==> config.mk <==
export PLATFORM = sky130hd
export DESIGN_NAME = edg_generator
export DESIGN_NICKNAME = d
export VERILOG_FILES = /design/src/rtl/edg_generator.sv
export SDC_FILE = /design/constraint.sdc
export NUM_CORES = 1
export LEC_CHECK = 0
export CAP_MARGIN = 20
export CORE_MARGIN = 5
export CORE_UTILIZATION = 43
export CTS_CLUSTER_SIZE = 28
export DETAILED_ROUTE_END_ITERATION = 16
export HOLD_SLACK_MARGIN = 0.03
export PLACE_DENSITY = 0.64
export SKIP_CTS_REPAIR_TIMING = 1
export SYNTH_ARGS = -nofsm -noshare
export SYNTH_HDL_FRONTEND = slang
export SYNTH_SLANG_ARGS = --single-unit
==> constraint.sdc <==
create_clock -name clk -period 4.2 [get_ports clk]
set_clock_uncertainty 0.15 [all_clocks]
set_input_delay 0.42 -clock clk [delete_from_list [all_inputs] [get_ports clk]]
set_output_delay 0.42 -clock clk [all_outputs]
set_load 0.005 [all_outputs]
==> src/rtl/edg_generator.sv <==
// Edge-pattern generator: buffers rise/fall commands in a FIFO and replays them on a registered level.
// Optional macro EDG_GEN_ERR_EN builds the sticky redundant-command flag (err tied low otherwise).
module edg_generator #(
  parameter int unsigned CNT_W      = 8,
  parameter int unsigned FIFO_DEPTH = 4,
  parameter logic        INIT_LEVEL = 1'b0
) (
  input  logic             clk,
  input  logic             rst,
  input  logic             cmd_valid,
  output logic             cmd_ready,
  input  logic             cmd_dir,
  input  logic [CNT_W-1:0] cmd_hold,
  output logic             signal,
  output logic             pedge,
  output logic             nedge,
  output logic             busy,
  output logic             err
);

  localparam int unsigned    PTR_W    = $clog2(FIFO_DEPTH);
  localparam logic [PTR_W:0] FULL_CNT = FIFO_DEPTH[PTR_W:0];

  typedef enum logic [0:0] {IDLE = 1'b0, HOLD = 1'b1} state_e;

  logic             mem_dir_r  [FIFO_DEPTH];
  logic [CNT_W-1:0] mem_hold_r [FIFO_DEPTH];
  logic [PTR_W-1:0] wr_ptr_r, rd_ptr_r;
  logic [PTR_W:0]   count_r, count_nx_s;
  state_e           state_r;
  logic [CNT_W-1:0] cnt_r;
  logic             signal_r, pedge_r, nedge_r, busy_r, ready_r;
  logic             push_s, pop_s, head_dir_s;
  logic [CNT_W-1:0] head_hold_s, load_s;

  assign push_s      = cmd_valid && ready_r;
  assign pop_s       = (state_r == IDLE) && (count_r != '0);
  assign head_dir_s  = mem_dir_r[rd_ptr_r];
  assign head_hold_s = mem_hold_r[rd_ptr_r];
  // A zero hold behaves as one, so the loaded count can never wrap below zero.
  assign load_s      = (head_hold_s == '0) ? '0 : (head_hold_s - CNT_W'(1'b1));

  // Next occupancy from push/pop.
  always_comb begin
    count_nx_s = count_r;
    case ({push_s, pop_s})
      2'b10:   count_nx_s = count_r + (PTR_W+1)'(1'b1);
      2'b01:   count_nx_s = count_r - (PTR_W+1)'(1'b1);
      default: count_nx_s = count_r;
    endcase
  end

  // FIFO storage.
  always_ff @(posedge clk or negedge rst) begin
    if (!rst) begin
      for (int i = 0; i < FIFO_DEPTH; i++) begin
        mem_dir_r[i]  <= 1'b0;
        mem_hold_r[i] <= '0;
      end
    end else if (push_s) begin
      mem_dir_r[wr_ptr_r]  <= cmd_dir;
      mem_hold_r[wr_ptr_r] <= cmd_hold;
    end
  end

  // FIFO pointers and occupancy.
  always_ff @(posedge clk or negedge rst) begin
    if (!rst) begin
      wr_ptr_r <= '0;
      rd_ptr_r <= '0;
      count_r  <= '0;
    end else begin
      if (push_s) wr_ptr_r <= wr_ptr_r + PTR_W'(1'b1);
      else        wr_ptr_r <= wr_ptr_r;
      if (pop_s)  rd_ptr_r <= rd_ptr_r + PTR_W'(1'b1);
      else        rd_ptr_r <= rd_ptr_r;
      count_r <= count_nx_s;
    end
  end

  // Edge FSM with registered level, pulses, busy and ready.
  always_ff @(posedge clk or negedge rst) begin
    if (!rst) begin
      state_r  <= IDLE;
      cnt_r    <= '0;
      signal_r <= INIT_LEVEL;
      pedge_r  <= 1'b0;
      nedge_r  <= 1'b0;
      busy_r   <= 1'b0;
      ready_r  <= 1'b0;
    end else begin
      pedge_r <= 1'b0;
      nedge_r <= 1'b0;
      ready_r <= (count_nx_s != FULL_CNT);
      busy_r  <= (count_nx_s != '0);
      case (state_r)
        IDLE: begin
          if (pop_s && (head_dir_s != signal_r)) begin
            signal_r <= head_dir_s;
            pedge_r  <= head_dir_s;
            nedge_r  <= ~head_dir_s;
            cnt_r    <= load_s;
            if (load_s != '0) begin
              state_r <= HOLD;
              busy_r  <= 1'b1;
            end else begin
              state_r <= IDLE;
            end
          end else begin
            state_r <= IDLE;
          end
        end
        HOLD: begin
          if (cnt_r <= CNT_W'(1'b1)) begin
            cnt_r   <= '0;
            state_r <= IDLE;
          end else begin
            cnt_r   <= cnt_r - CNT_W'(1'b1);
            state_r <= HOLD;
            busy_r  <= 1'b1;
          end
        end
        default: begin
          cnt_r   <= '0;
          state_r <= IDLE;
        end
      endcase
    end
  end

`ifdef EDG_GEN_ERR_EN
  logic err_r, redundant_s;
  assign redundant_s = pop_s && (head_dir_s == signal_r);

  // Sticky flag for a popped command that asks for the level already driven.
  always_ff @(posedge clk or negedge rst) begin
    if (!rst)             err_r <= 1'b0;
    else if (redundant_s) err_r <= 1'b1;
    else                  err_r <= err_r;
  end
  assign err = err_r;
`else
  assign err = 1'b0;
`endif

  assign cmd_ready = ready_r;
  assign signal    = signal_r;
  assign pedge     = pedge_r;
  assign nedge     = nedge_r;
  assign busy      = busy_r;

endmodule

==> impl_metrics.yaml <==
final_layout:
  final_nets: 291
  antenna_cells: 0
  layout_common_cells: "dfrtp_1 (57), mux2_2 (38), nor2_1 (19), o21ai_0 (15), clkdlybuf4s50_1 (15)"
  mostFrequentLayoutCell: "dfrtp_1"
  drive_above_1_share: 0.274
  syn2layout_area_growth_pct: 14.9
worst_setup_path:
  critPathKind: "reg -> reg"
  r2r_end: "cnt_r[6]"
  critPathLaunchType: "flip-flop"
  crit_buf_inv: 1
  crit_slowest_cell: "dfrtp_1"
  worstReg2RegStart: "rd_ptr_r[0]"
  crit_chain: "mux4_1 -> inv_1 -> ha_1 -> nand4_1 -> a211oi_1 -> mux2i_1 -> o21a_1 -> o21ai_0"
  critPathArrivalTime_ns: 3.06
  r2r_cells: 8
  ff2ff_setup_slack_ns: 1.17
  endpoint_kind: "flip-flop"
  crit_family: "multiplexers"
  startpoint: "rd_ptr_r[0]"
  cp_num_cells: 8
  critical_path.endpoint: "cnt_r[6]"
  critPathMaxStageDelay_ns: 0.76
  cp_max_fo: 15
  worstPathRequired_ns: 4.23
power:
  leakagePower_nw: 1.47
  power.clock.fraction: 0.184
  seq_power_share: 0.342
  swShare: 0.383
  p_comb_frac: 0.474
  power.density_nw_per_um2: 889
  p_int_mw: 1.91
  irDropWorstVdd_v: 0.000352
  p_sw_mw: 1.19
  p_total_mw: 3.10
yosys:
  async_reset_ff_frac: 1.00
  syn_inst: 249
  syn_area_per_cell_sq_um: 12.2
  yosysSeqAreaShare: 0.470
  syn_area_sq_um: 3040
  synth_edf_count: 0
  syn-num-nets: 271
  yosysUniqueCellTypes: 52
  synth-seq-cells: 57
  yosysWarningCount: 0
  ys.flop_type: "dfrtp_1"
sta:
  slew_headroom: 0.509
  period_minus_slack_ns: 3.03
  setup_viol: 0
  fin_crit_sh: 0.721
  rsz0062_at_grt: "no"
  maxSlewViolCount: 0
  final_hold_viol_count: 0
  fin_setup_tns_ns: 0
  worst_pin_slew_ns: 0.736
  fmax_mhz: 330
  whs_ns: 0.0550
  fin_ws_ns: 1.17
route:
  postRouteWirelength_mm: 5.68
  initialDrtViolationCount: 112
  wl_per_cell_microns: 15.4
  wl_met1_mm: 2.86
  met3_length_microns: 137
  met2_length_mm: 2.59
  ant_nets: 0
  firstDrtPassIters: 6
  vias_per_cell: 5.20
  post-route-drc-count: 0
  vias: 1925
  routed.top_layer: "met4"
global_route:
  grt_usage: 0.148
  antenna_found_initial: 0
  grt_max_degree: 58
  grt_pass1_vias: 2018
  grt_pass1_wl_mm: 10.0
  overflow: 0
floorplanning:
  rows: 30
  die_y_microns: 94.1
  die_area_sq_um: 8850
  ios: 18
  dieWidth_microns: 94.1
  initial_core_util: 0.445
  core_area_sq_um: 6830
place:
  post-place-ws_ns: 1.15
  port_buffers: 16
  post-dp-hpwl_mm: 4.11
  gp_congestion: 0.869
clock_network:
  ctsLongestPathBuffers: 2
  root_buffer: "clkbuf_8"
  cts_tree: "yes"
  cts_max_level: 3
  cts_made_buffers: 9
  clock-sinks: 57
  clock_latency_ns: 0.33
  clk_pin_slew_ns: 0.07
status:
  status: "finished clean"
worst_hold_path:
  hold_class: "in -> async"
job:
  maxCapViolations: 0
[flip-flops by register name (all words and copies together) (netlist names)]
name / flops
cmd_ready: 1
pedge: 1
wr_ptr_r: 2
count_r: 3
busy: 1
mem_hold_r: 32
nedge: 1
cnt_r: 8
state_r: 1
rd_ptr_r: 2
mem_dir_r: 4
signal: 1
[synthesized netlist by cell type, types with 2 or more instances]
cell type  instances  area, sq um
dfrtp_1           57         1430
mux2_2            38          428
nor2_1            19         71.3
o21ai_0           15         75.1
inv_1             12         45.0
nand2_1           11         41.3
ha_1               9          113
a21oi_1            8         40.0
xnor2_1            7         61.3
mux4_2             6          135
mux2i_1            5         50.1
clkbuf_1           4         15.0
nand3_1            4         20.0
nor3_1             4         20.0
xor2_1             4         35.0
mux4_1             3         78.8
nand4_1            3         18.8
a22oi_1            2         15.0
buf_2              2         10.0
nor3_2             2         20.0
nor3b_1            2         15.0
o21ai_1            2         10.0
[power groups by stage]
stage	Clock (mW)	Combinational [mW]	Sequential, mW
floorplan	0	1.25	0.954
global placement	0	1.45	1.06
detailed placement	0	1.48	1.07
CTS	0.586	1.49	1.06
global route	0.609	1.65	1.10
finish	0.571	1.47	1.06
[metal layers]
metal  track usage  vias to the layer above
met5             0                        -
met4        0.0686                        0
met3        0.0345                        8
met2         0.223                       23
met1         0.201                      948
li1              -                      946
[cell families (layout without fill, tap and decap cells)]
logic type / Yosys count / after routing / share of synthesized area
buf+inv: 21 / 46 / 0.0342
simple gates: 61 / 61 / 0.118
fa+ha+maj: 10 / 10 / 0.0437
xor+xnor: 11 / 11 / 0.0317
mux: 53 / 53 / 0.233
other cells: 1 / 1 / 0.00123
compound gates: 35 / 35 / 0.0688
flops: 57 / 57 / 0.470
[final cells by class]
cell class	instances	area, sq um
Clock buffer	11	141
Multi-Input combinational cell	171	1510
Tap cell	96	120
Fill cell	623	3340
Sequential cell	57	1430
Clock inverter	5	78.8
Timing Repair Buffer	18	170
Inverter	12	45.0
[through the flow]
step	instances	utilization	cell area, sq um
after floorplan	249	-	3040
final	370	0.511	3490
after global placement	354	0.479	3270
after CTS	370	0.511	3490
after detailed placement	354	0.479	3270
after global routing	370	0.511	3490
[worst min-delay path by stage]
| stage | startpoint | endpoint | slack, ns | cells past startpoint |
|---|---|---|---|---|
| CTS | rst | nedge | 0.10 | 2 |
| finish | rst | nedge | 0.05 | 2 |
| global route | rst | nedge | 0.13 | 2 |
| detailed placement | mem_hold_r[25] | mem_hold_r[25] | 0.34 | 1 |
| global placement | mem_hold_r[9] | mem_hold_r[9] | 0.33 | 1 |
| floorplan | rst | busy | -0.03 | 0 |
Note: power is estimated with default switching activity, not from simulation.
